File: config.mk
export PLATFORM = sky130hd
export DESIGN_NAME = fft_r2_sequencer_flat
export DESIGN_NICKNAME = d
export VERILOG_FILES = /design/src/rtl/fft_r2_sequencer_pkg.sv /design/src/rtl/fft_r2_sequencer_if.sv /design/src/rtl/fft_r2_sequencer_addr_gen.sv /design/src/rtl/fft_r2_sequencer.sv /design/src/flat_wrapper.sv
export SDC_FILE = /design/constraint.sdc
export NUM_CORES = 1
export LEC_CHECK = 0
export CAP_MARGIN = 20
export CELL_PAD_IN_SITES_DETAIL_PLACEMENT = 2
export CELL_PAD_IN_SITES_GLOBAL_PLACEMENT = 2
export CORE_MARGIN = 5
export CORE_UTILIZATION = 34
export DETAILED_ROUTE_END_ITERATION = 8
export PLACE_DENSITY = 0.76
export SLEW_MARGIN = 20
export SYNTH_ARGS = -nofsm -noshare
export SYNTH_HDL_FRONTEND = slang
export SYNTH_SLANG_ARGS = --single-unit
File: constraint.sdc
create_clock -name Clock -period 2.55 [get_ports Clock]
set_input_delay 0.255 -clock Clock [delete_from_list [all_inputs] [get_ports Clock]]
set_output_delay 0.255 -clock Clock [all_outputs]
set_load 0.01 [all_outputs]
File: src/rtl/fft_r2_sequencer_pkg.sv
// fft_seq_pkg
//   Shared definitions for the radix-2 FFT control sequencer.
//   - seqState_e : FSM state encoding (IDLE, LOAD, CALC, DRAIN, OUTPUT)
//   - BW_FFTP_DEFAULT / fftPoints() : point count N = 2**bw_fftp
//   - drainLen() : length D of the inter-stage hazard drain
//   - bitRev()   : bit reversal of the low 'width' bits of a value
//   No ports.
package fft_seq_pkg;

    typedef enum logic [2:0] {
        IDLE   = 3'd0,
        LOAD   = 3'd1,
        CALC   = 3'd2,
        DRAIN  = 3'd3,
        OUTPUT = 3'd4
    } seqState_e;

    localparam int BW_FFTP_DEFAULT  = 4;
    localparam int BW_STAGE_DEFAULT = 2;

    function automatic int fftPoints(input int bwFftp);
        return 1 << bwFftp;
    endfunction

    // One cycle beyond the write-back latency, so the last write of a stage
    // is committed before the next stage issues its first read.
    function automatic int drainLen(input int latRd, input int latBf);
        return latRd + latBf + 1;
    endfunction

    function automatic logic [15:0] bitRev(input logic [15:0] value, input int width);
        logic [15:0] result;
        result = '0;
        for (int i = 0; i < 16; i++) begin
            if (i < width) begin
                result[width-1-i] = value[i];
            end
        end
        return result;
    endfunction

endpackage

File: src/rtl/fft_r2_sequencer_if.sv
// fft_r2_sequencer_if
//   Control bus between the FFT sequencer and the FFT datapath/host.
//   master modport (sequencer):
//     in : Start, InValid
//     out: LoadAddr, RdAddr, Theta, WrAddr, WrEn, WrSel, Stage,
//          StatInput, StatFFT, StatRAMReadOK, Done
//   slave modport (datapath/host): directions mirrored.
interface fft_r2_sequencer_if
    import fft_seq_pkg::*;
#(
    parameter int bw_fftp  = BW_FFTP_DEFAULT,
    parameter int bw_stage = BW_STAGE_DEFAULT
);
    logic                Start;
    logic                InValid;
    logic [bw_fftp-1:0]  LoadAddr;
    logic [bw_fftp-1:0]  RdAddr;
    logic [bw_fftp-2:0]  Theta;
    logic [bw_fftp-1:0]  WrAddr;
    logic                WrEn;
    logic                WrSel;
    logic [bw_stage-1:0] Stage;
    logic                StatInput;
    logic                StatFFT;
    logic                StatRAMReadOK;
    logic                Done;

    modport master (
        input  Start, InValid,
        output LoadAddr, RdAddr, Theta, WrAddr, WrEn, WrSel, Stage,
               StatInput, StatFFT, StatRAMReadOK, Done
    );

    modport slave (
        output Start, InValid,
        input  LoadAddr, RdAddr, Theta, WrAddr, WrEn, WrSel, Stage,
               StatInput, StatFFT, StatRAMReadOK, Done
    );
endinterface

File: src/rtl/fft_r2_sequencer_addr_gen.sv
// fft_r2_addr_gen
//   Butterfly address/twiddle generator. Inputs describe the cycle about to
//   start; outputs are registered so they line up with that cycle.
//   Ports:
//     Clock, Reset     : clock, synchronous active-high reset
//     calc             : next cycle is a butterfly read cycle
//     stage, kIdx      : stage index and butterfly index for the next cycle
//     phase            : 0 = read operand A, 1 = read operand B
//     rdAddr           : RAM read address (0 outside read cycles)
//     theta            : twiddle index on phase-1 cycles, else 0
//     rdVld, rdPhase   : read qualifier and phase, feeding the write-back delay
module fft_r2_addr_gen #(
    parameter int bw_fftp  = 4,
    parameter int bw_stage = 2
) (
    input  logic                Clock,
    input  logic                Reset,
    input  logic                calc,
    input  logic [bw_stage-1:0] stage,
    input  logic [bw_fftp-2:0]  kIdx,
    input  logic                phase,
    output logic [bw_fftp-1:0]  rdAddr,
    output logic [bw_fftp-2:0]  theta,
    output logic                rdVld,
    output logic                rdPhase
);
    int                 sh;
    logic [bw_fftp-1:0] kWide;
    logic [bw_fftp-1:0] spanMask;
    logic [bw_fftp-2:0] kLow;
    logic [bw_fftp-1:0] addrA;
    logic [bw_fftp-1:0] addrB;
    logic [bw_fftp-2:0] thetaW;

    always_comb begin
        sh       = int'(stage);
        kWide    = {1'b0, kIdx};
        spanMask = (bw_fftp'(1) << sh) - 1'b1;
        kLow     = kIdx & spanMask[bw_fftp-2:0];
        // Insert a zero at bit 'stage' of k: that bit selects the A/B partner.
        addrA    = ((kWide >> sh) << (sh + 1)) | {1'b0, kLow};
        // Bit 'stage' of A is always 0, so OR-ing the span is the same as adding it.
        addrB    = addrA | (spanMask + 1'b1);
        thetaW   = kLow << (bw_fftp - 1 - sh);
    end

    always_ff @(posedge Clock) begin
        if (Reset) begin
            rdAddr  <= '0;
            theta   <= '0;
            rdVld   <= 1'b0;
            rdPhase <= 1'b0;
        end else begin
            rdVld   <= calc;
            rdPhase <= calc & phase;
            rdAddr  <= calc ? (phase ? addrB : addrA) : '0;
            theta   <= (calc && phase) ? thetaW : '0;
        end
    end
endmodule

File: src/rtl/fft_r2_sequencer.sv
// fft_r2_sequencer
//   Control sequencer for the in-place radix-2 DIT FFT core: LOAD of N
//   windowed samples, bw_fftp butterfly stages (each followed by a hazard
//   drain), then OUTPUT where the RAM may be read externally.
//   Ports:
//     Clock, Reset : clock, synchronous active-high reset
//     bus (master) : Start/InValid in; load/read/write addresses, twiddle
//                    index, write strobes, stage and status out
//   Build option FFTSEQ_BITREV_EN: when defined, LoadAddr is the
//   bit-reversed sample count (natural-order input); otherwise LoadAddr is
//   the sample count and upstream must supply bit-reversed order.
module fft_r2_sequencer
    import fft_seq_pkg::*;
#(
    parameter int bw_fftp  = BW_FFTP_DEFAULT,
    parameter int bw_stage = BW_STAGE_DEFAULT,
    parameter int lat_rd   = 2,
    parameter int lat_bf   = 2
) (
    input  logic Clock,
    input  logic Reset,
    fft_r2_sequencer_if.master bus
);
    localparam int N       = fftPoints(bw_fftp);
    localparam int LAT_WB  = lat_rd + lat_bf;
    localparam int D       = drainLen(lat_rd, lat_bf);
    localparam int DRAIN_W = ($clog2(D) > 0) ? $clog2(D) : 1;

    localparam logic [bw_fftp-1:0]  SAMPLE_LAST = bw_fftp'(N - 1);
    localparam logic [bw_fftp-2:0]  K_LAST      = '1;
    localparam logic [bw_stage-1:0] STAGE_LAST  = bw_stage'(bw_fftp - 1);
    localparam logic [DRAIN_W-1:0]  DRAIN_LAST  = DRAIN_W'(D - 1);

    seqState_e           state, stateNext;
    logic [bw_fftp-1:0]  sampleCnt, sampleNext;
    logic [bw_fftp-2:0]  kCnt, kNext;
    logic                phase, phaseNext;
    logic [bw_stage-1:0] stageCnt, stageNext;
    logic [DRAIN_W-1:0]  drainCnt, drainNext;

    logic                statInput, statFft, statReadOk, done;
    logic [bw_fftp-1:0]  loadAddr;
    logic                calcNext;
    logic [bw_fftp-1:0]  rdAddr;
    logic [bw_fftp-2:0]  theta;
    logic                rdVld, rdPhase;

    // Write-back delay line, one entry per cycle of read + butterfly latency.
    logic                vld_p  [LAT_WB];
    logic [bw_fftp-1:0]  addr_p [LAT_WB];
    logic                sel_p  [LAT_WB];

    always_comb begin
        stateNext  = state;
        sampleNext = sampleCnt;
        kNext      = kCnt;
        phaseNext  = phase;
        stageNext  = stageCnt;
        drainNext  = drainCnt;
        case (state)
            IDLE, OUTPUT: begin
                if (bus.Start) begin
                    stateNext  = LOAD;
                    sampleNext = '0;
                    stageNext  = '0;
                end
            end
            LOAD: begin
                if (bus.InValid) begin
                    sampleNext = sampleCnt + 1'b1;
                    if (sampleCnt == SAMPLE_LAST) begin
                        stateNext = CALC;
                        kNext     = '0;
                        phaseNext = 1'b0;
                        stageNext = '0;
                    end
                end
            end
            CALC: begin
                if (!phase) begin
                    phaseNext = 1'b1;
                end else begin
                    phaseNext = 1'b0;
                    if (kCnt == K_LAST) begin
                        kNext     = '0;
                        drainNext = '0;
                        stateNext = DRAIN;
                    end else begin
                        kNext = kCnt + 1'b1;
                    end
                end
            end
            DRAIN: begin
                if (drainCnt == DRAIN_LAST) begin
                    drainNext = '0;
                    if (stageCnt == STAGE_LAST) begin
                        stateNext = OUTPUT;
                    end else begin
                        stageNext = stageCnt + 1'b1;
                        stateNext = CALC;
                    end
                end else begin
                    drainNext = drainCnt + 1'b1;
                end
            end
            default: stateNext = IDLE;
        endcase
    end

    always_ff @(posedge Clock) begin
        if (Reset) begin
            state      <= IDLE;
            sampleCnt  <= '0;
            kCnt       <= '0;
            phase      <= 1'b0;
            stageCnt   <= '0;
            drainCnt   <= '0;
            statInput  <= 1'b0;
            statFft    <= 1'b0;
            statReadOk <= 1'b0;
            done       <= 1'b0;
        end else begin
            state      <= stateNext;
            sampleCnt  <= sampleNext;
            kCnt       <= kNext;
            phase      <= phaseNext;
            stageCnt   <= stageNext;
            drainCnt   <= drainNext;
            statInput  <= (stateNext == LOAD);
            statFft    <= (stateNext == CALC) || (stateNext == DRAIN);
            statReadOk <= (stateNext == OUTPUT);
            done       <= (stateNext == OUTPUT) && (state != OUTPUT);
        end
    end

    always_comb begin
        loadAddr = '0;
        if (state == LOAD) begin
`ifdef FFTSEQ_BITREV_EN
            loadAddr = bw_fftp'(bitRev(16'(sampleCnt), bw_fftp));
`else
            loadAddr = sampleCnt;
`endif
        end
    end

    // Fed with next-cycle values so its registered outputs align with the state.
    assign calcNext = (stateNext == CALC);

    fft_r2_addr_gen #(
        .bw_fftp (bw_fftp),
        .bw_stage(bw_stage)
    ) uAddrGen (
        .Clock  (Clock),
        .Reset  (Reset),
        .calc   (calcNext),
        .stage  (stageNext),
        .kIdx   (kNext),
        .phase  (phaseNext),
        .rdAddr (rdAddr),
        .theta  (theta),
        .rdVld  (rdVld),
        .rdPhase(rdPhase)
    );

    // p0 .. p(LAT_WB-1): read issue -> write-back
    always_ff @(posedge Clock) begin
        if (Reset) begin
            for (int i = 0; i < LAT_WB; i++) begin
                vld_p[i]  <= 1'b0;
                addr_p[i] <= '0;
                sel_p[i]  <= 1'b0;
            end
        end else begin
            vld_p[0]  <= rdVld;
            addr_p[0] <= rdAddr;
            sel_p[0]  <= rdPhase;
            for (int i = 1; i < LAT_WB; i++) begin
                vld_p[i]  <= vld_p[i-1];
                addr_p[i] <= addr_p[i-1];
                sel_p[i]  <= sel_p[i-1];
            end
        end
    end

    assign bus.LoadAddr      = loadAddr;
    assign bus.RdAddr        = rdAddr;
    assign bus.Theta         = theta;
    assign bus.WrEn          = vld_p[LAT_WB-1];
    assign bus.WrAddr        = addr_p[LAT_WB-1];
    assign bus.WrSel         = sel_p[LAT_WB-1];
    assign bus.Stage         = stageCnt;
    assign bus.StatInput     = statInput;
    assign bus.StatFFT       = statFft;
    assign bus.StatRAMReadOK = statReadOk;
    assign bus.Done          = done;

endmodule

File: src/flat_wrapper.sv
// flat-port wrapper written by rule: the top's interface ports become plain ports
module fft_r2_sequencer_flat import fft_seq_pkg::*;
#(
    parameter int bw_fftp  = BW_FFTP_DEFAULT,
    parameter int bw_stage = BW_STAGE_DEFAULT,
    parameter int lat_rd   = 2,
    parameter int lat_bf   = 2
)
  (Clock, Reset, bus_Start, bus_InValid, bus_LoadAddr, bus_RdAddr, bus_Theta, bus_WrAddr, bus_WrEn, bus_WrSel, bus_Stage, bus_StatInput, bus_StatFFT, bus_StatRAMReadOK, bus_Done);
  fft_r2_sequencer_if #(.bw_fftp(bw_fftp), .bw_stage(bw_stage)) bus_i ();
  input  logic Clock;
  input  logic Reset;
  input wire logic [$bits(bus_i.Start)-1:0] bus_Start;
  input wire logic [$bits(bus_i.InValid)-1:0] bus_InValid;
  output wire logic [$bits(bus_i.LoadAddr)-1:0] bus_LoadAddr;
  output wire logic [$bits(bus_i.RdAddr)-1:0] bus_RdAddr;
  output wire logic [$bits(bus_i.Theta)-1:0] bus_Theta;
  output wire logic [$bits(bus_i.WrAddr)-1:0] bus_WrAddr;
  output wire logic [$bits(bus_i.WrEn)-1:0] bus_WrEn;
  output wire logic [$bits(bus_i.WrSel)-1:0] bus_WrSel;
  output wire logic [$bits(bus_i.Stage)-1:0] bus_Stage;
  output wire logic [$bits(bus_i.StatInput)-1:0] bus_StatInput;
  output wire logic [$bits(bus_i.StatFFT)-1:0] bus_StatFFT;
  output wire logic [$bits(bus_i.StatRAMReadOK)-1:0] bus_StatRAMReadOK;
  output wire logic [$bits(bus_i.Done)-1:0] bus_Done;
  assign bus_i.Start = bus_Start;
  assign bus_i.InValid = bus_InValid;
  assign bus_LoadAddr = bus_i.LoadAddr;
  assign bus_RdAddr = bus_i.RdAddr;
  assign bus_Theta = bus_i.Theta;
  assign bus_WrAddr = bus_i.WrAddr;
  assign bus_WrEn = bus_i.WrEn;
  assign bus_WrSel = bus_i.WrSel;
  assign bus_Stage = bus_i.Stage;
  assign bus_StatInput = bus_i.StatInput;
  assign bus_StatFFT = bus_i.StatFFT;
  assign bus_StatRAMReadOK = bus_i.StatRAMReadOK;
  assign bus_Done = bus_i.Done;
  fft_r2_sequencer #(.bw_fftp(bw_fftp), .bw_stage(bw_stage), .lat_rd(lat_rd), .lat_bf(lat_bf)) u_core (.Clock(Clock), .Reset(Reset), .bus(bus_i));
endmodule
==> Yosys cells after proc, flatten, opt, wreduce, memory -nomap -nowiden <==
Memories as Yosys holds them, arrays and structs flattened.
Index checks and enable logic that the tools add are counted.
{ "classes": {"add_sub_neg": 8, "n_eq_ne": 17, "shifts": 4, "mux": 47, "bitwise_logic": 18, "reduce_logical": 11} }
{ "ops": {"columns": ["op", "n"], "rows": [
  ["$mux W3", 14],
  ["$mux W4", 8],
  ["$shl A3 B32 Y3", 1],
  ["$mux W1", 14],
  ["$eq A3 B2 Y1 const B", 4],
  ["$eq A3 B3 Y1 const B", 4],
  ["$or A1 B1 Y1", 12],
  ["$pmux W3 S2", 2],
  ["$pmux W3 S4", 1],
  ["$mux W2", 5],
  ["$add A4 B1 Y4 const B", 2],
  ["$pmux W4 S2", 1],
  ["$add A3 B1 Y3 const B", 2],
  ["$eq A3 B1 Y1 const B", 2],
  ["$pmux W2 S3", 1],
  ["$reduce_and A3 Y1", 2],
  ["$reduce_or A2 Y1", 3],
  ["$eq A4 B4 Y1 const B", 1],
  ["$ne A2 B1 Y1 const B", 2],
  ["$ne A2 B2 Y1 const B", 2],
  ["$or A4 B3 Y4", 1],
  ["$or A4 B4 Y4", 1],
  ["$reduce_bool A2 Y1", 2],
  ["$shl A1 B2 Y4 const A", 1],
  ["15 further kinds", 17]
]} }
{ "word_totals": {"ff_bits": 29, "ramBits": 24, "input_bits": 4, "output_inout_bits": 23, "word_cells": 122, "mem_count": 3} }
{ "memory_table": {"columns": ["name", "depth", "width", "rd", "rd_ports_with_merged_regs", "write_ports", "line_no", "rtl"], "rows": [
  ["u_core.addr_p", 4, 4, 4, 0, 4, "fft_r2_sequencer.sv:50", "logic [bw_fftp-1:0] addr_p [LAT_WB];"],
  ["u_core.sel_p", 4, 1, 4, 0, 4, "fft_r2_sequencer.sv:51", "logic sel_p [LAT_WB];"],
  ["u_core.vld_p", 4, 1, 4, 0, 4, "fft_r2_sequencer.sv:49", "logic vld_p [LAT_WB];"]
]} }

==> Longest topological paths before layout <==
{ "depth": {"word_depth": 10, "mapped_depth": 11, "ltp_nobuf": 10} }

==> Modules after synthesis <==
A second synthesis with hierarchy kept.
{ "unflattened": {"hier_cells": 233, "hier_area_um2": 2209.6} }
{ "by_module_without_submodules": {"columns": ["module", "n_inst", "cells_per_inst", "area_per_inst_um2", "seq_area_each_um2"], "rows": [
  ["fft_r2_sequencer", 1, 177, 1684.1, 880.8],
  ["fft_r2_addr_gen", 1, 56, 525.5, 180.2]
]} }

==> Worst setup path before layout <==
Ideal clock, no wire load.
{ "synth_path": {"kind": "reg2reg", "startpoint": "register u_core.drainCnt[0]", "endpoint": "register u_core.uAddrGen.rdAddr[3]", "setup_time_ps": 74, "t_arrival_ps": 2169, "setup_slack_ps": 307, "path_stages_with_launch": 11, "n_path_buf": 1, "synth_period_minus_slack_ps": 2243, "cell_sequence": "dfxtp_1 -> inv_1 -> ha_1 -> and4b_1 -> nor3_2 -> a311o_1 -> buf_6 -> ha_1 -> nand2b_1 -> or3b_1 -> a31oi_1"} }
{ "synth_via": {"elab_chain_len": 8, "elab_cells_between_ends": 17, "classes_between": "3 x add/sub; 2 x eq/ne; 3 x shift; 5 x mux; 3 x bitwise; 1 x reduce/logical"} }
{ "synth_lines": {"columns": ["element", "line_no", "rtl"], "rows": [
  ["start, declared", "fft_r2_sequencer.sv:39", "logic [DRAIN_W-1:0] drainCnt, drainNext;"],
  ["start signal, assigned", "fft_r2_sequencer.sv:128", "drainCnt <= drainNext;"],
  ["$eq A3 B3 Y1 (*)", "fft_r2_sequencer.sv:94", "if (drainCnt == DRAIN_LAST) begin"],
  ["$mux W2", "fft_r2_sequencer.sv:94", null],
  ["$pmux W2 S3", "fft_r2_sequencer.sv:60", "case (state)"],
  ["$shl A1 B2 Y4, or another cell as far along", "fft_r2_sequencer_addr_gen.sv:38", "spanMask = (bw_fftp'(1) << sh) - 1'b1;"],
  ["$sub A4 B1 Y4 or $shl A4 B3 Y4 (tied branches)", "fft_r2_sequencer_addr_gen.sv:38, fft_r2_sequencer_addr_gen.sv:41", null],
  ["$add A4 B1 Y4 or $or A4 B3 Y4 (tied branches)", "fft_r2_sequencer_addr_gen.sv:43, fft_r2_sequencer_addr_gen.sv:41", null],
  ["$or A4 B4 Y4", "fft_r2_sequencer_addr_gen.sv:43", "addrB = addrA | (spanMask + 1'b1);"],
  ["$mux W4", "fft_r2_sequencer_addr_gen.sv:56", "rdAddr <= calc ? (phase ? addrB : addrA) : '0;"],
  ["end signal, assigned", "fft_r2_sequencer_addr_gen.sv:56", null],
  ["end, declared", "fft_r2_sequencer_addr_gen.sv:22", "output logic [bw_fftp-1:0] rdAddr,"]
]} }
Mark *: on every way between the ends. The rest lies on a longest branch, timed or not.
A chain may end at the register's enable or synchronous reset.

==> Worst setup path after layout <==
Same ends and word-level chain as after synthesis.

==> results.cfg <==
[timing]
fmax_mhz = 414
slew-limit-headroom_pct = 67.2
hold_viol = 0
skew_ps = 11.3
worstMarginPinSlew_ps = 491
finalSetupViolCount = 0
drv_slew = 0
fin_crit_sh_pct = 94.8
rsz0062_at_grt = false
timing.final.crit_period_ps = 2420

[synthesis]
ys_ff_latch = 53
synth-main-ff-cell = dfxtp_1
synth-async-reset-ratio_pct = 0
synth-edff-count = 0
ys_seq_area_share_pct = 49.9
ys_types = 50
yosysTopAreaCell = dfxtp_1
synth_top_area_share_pct = 49.9
yosys-top-cells-count = dfxtp_1 (53), nor2b_1 (28), nor2_1 (20), a21oi_1 (13), nor3_1 (10)
synth_cells = 216
synthesis.nets = 228
avgSynthCellArea_um2 = 9.85
synth.area.top_cells = dfxtp_1 (50%), nor2b_1 (8.2%), ha_1 (4.7%)
yosysMostFrequentCell = dfxtp_1
ys_warn_count = 0
synthesis.area_mm2 = 0.00213

[floorplanning]
std_cell_rows = 28
start_util_pct = 35.5
die_w_um = 89.1
die_y_um = 89.1
die-area_mm2 = 0.00794
core_mm2 = 0.00599
ios = 27

[grt]
grt-busiest-layer = met2
grt_pass1_wl_mm = 8.87
grt_use_total_pct = 14.7
use_met3_pct = 3.96
gr-total-overflow = 0
grt_antenna_before_repair = 0
grt_max_degree = 43
grt_use_met2_pct = 24.2
gr-usage-met1_pct = 19.2
grt_pass1_vias = 1693

[setup_path]
crit_required_ps = 2790
worst-endpoint-arrival_ps = 2650
rr_startpoint = u_core.drainCnt[0]
rr_endpoint = u_core.uAddrGen.rdAddr[3]
path_max_fanout = 9
reg2reg_slack_ps = 130
crit_path_end_kind = flop
reg2reg_depth = 10
path_class = reg2reg
crit_path_start_kind = flop

[pwr]
p_per_area_mw_per_mm2 = 525
cellLeakagePower_nw = 0.996
peakVddDrop_mv = 0.297
power_mw = 1.38

[cts]
clock_latency_ps = 310
cts.clk_slew.worst_paths_ps = 100
numCtsBuffers = 5
cts.sinks = 53
htreeDepth = 2
ctsHoldBuffers = 0
clockBufferDepth = 2
root_buffer = clkbuf_8
cts_tree = built

[status]
status = completed

[detailed_routing]
vias_per_cell = 5.06
drtPass1Iterations = 4
avgRoutedWirePerCell_um = 16.4
dr_total_vias = 1666
ant_nets = 0
drtIter0Drc = 52
drc = 0
routed_wl_mm = 5.40

[finish]
final_nets = 265
drive_gt1_share_pct = 13.0
nFillCells = 640
diodes = 0
fin_area_mm2 = 0.00263
final_util_pct = 43.9
area_growth_pct = 23.6

[min_path]
hold_path_end = u_core.sel_p[0]
min_from = u_core.uAddrGen.rdPhase
worst_hold_path_type = reg2reg
whs_path_depth = 1

[place]
place_congestion = 0.748
port_buffers = 26
hpwl_mm = 4.03
placed_area_mm2 = 0.00252

[job]
max_cap_violations = 0
==> critical path: stages (launching register included) <==
cell and delay (ps):
dfxtp_1 330, inv_1 130, ha_4 180, and4b_1 220, nor3_2 70, a311o_1 350
buf_4 190, inv_4 90, mux2i_2 230, or3b_1 380, a31oi_1 160
==> routing by layer <==
metal / vias to the layer above / share of wire (%)
met5: - / 0
met2: 26 / 49
met3: 4 / 3.4
li1: 813 / -
met1: 823 / 47
met4: 0 / 0.50
==> kinds of logic after synthesis <==
logic type | share of synthesized area, %
AO/OA/AOI/OAI | 9.52
XOR/XNOR | 1.23
adder cells (fa/ha/maj) | 4.70
buffers and inverters | 4.23
flip-flops | 49.9
multiplexers | 0.999
AND/OR/NAND/NOR | 29.5
==> power by group <==
part	total, mW	internal, mW	switching, mW
clock	0.490	0.199	0.292
combinational	0.0540	0.0240	0.0300
sequential	0.838	0.831	0.00639
total	1.38	1.05	0.328
==> worst max path at each step <==
stage	slack (ps)	cells after the start	end	start
2_1_floorplan	310	10	u_core.uAddrGen.rdAddr[3]	u_core.drainCnt[0]
3_3_place_gp	90	9	u_core.uAddrGen.rdAddr[3]	bus_InValid
3_5_place_dp	-6	9	u_core.uAddrGen.rdAddr[3]	bus_InValid
4_1_cts	90	10	u_core.uAddrGen.rdAddr[3]	u_core.drainCnt[0]
5_1_grt	5	10	u_core.uAddrGen.rdAddr[3]	u_core.drainCnt[0]
6_report	130	10	u_core.uAddrGen.rdAddr[3]	u_core.drainCnt[0]
==> placed cells by master (no fill, tap or decap), types with 6 or more instances in the layout <==
cell	n
dfxtp_1	52
nor2b_1	28
clkdlybuf4s50_1	26
nor2_1	20
a21oi_1	13
buf_4	13
nor3_1	10
nand3_1	7
ha_1	7
and2_1	6
==> state kept, by name (all words and copies together), names as in the netlist, 2 cells and up <==
register,flops
u_core.uAddrGen.theta,3
u_core.sampleCnt,4
u_core.addr_p,16
u_core.drainCnt,3
u_core.sel_p,4
u_core.kCnt,3
u_core.vld_p,4
u_core.uAddrGen.rdAddr,4
u_core.state,3
u_core.bus.Stage,2
==> per-stage QoR <==
step / worst slack, ps / setup TNS [ps] / hold WS [ps] / cells
CTS: 86.6 / 0 / 447 / 329
finish: 134 / 0 / 438 / 329
detailed placement: -5.97 / -5.97 / 430 / 321
floorplan: 307 / 0 / 327 / 216
global route: 4.72 / 0 / 462 / 329
global placement: 91.4 / 0 / 416 / 321
==> layout make-up <==
class / count / area, um^2 / share of cell area [%]
Inverter: 7 / 28.8 / 1.09
Clock buffer: 5 / 68.8 / 2.62
Sequential cell: 53 / 1060 / 40.4
Tap cell: 75 / 93.8 / 3.57
Timing Repair Buffer: 39 / 358 / 13.6
Multi-Input combinational cell: 147 / 993 / 37.8
Clock inverter: 3 / 25.0 / 0.951
==> repair_timing <==
| item | CTS | global route |
|---|---|---|
| gates resized for setup | 0 | 4 |
| buffers inserted | 0 | 0 |
| endpoints found under the setup margin | 0 | 1 |
Note: power is estimated with default switching activity, not from simulation.
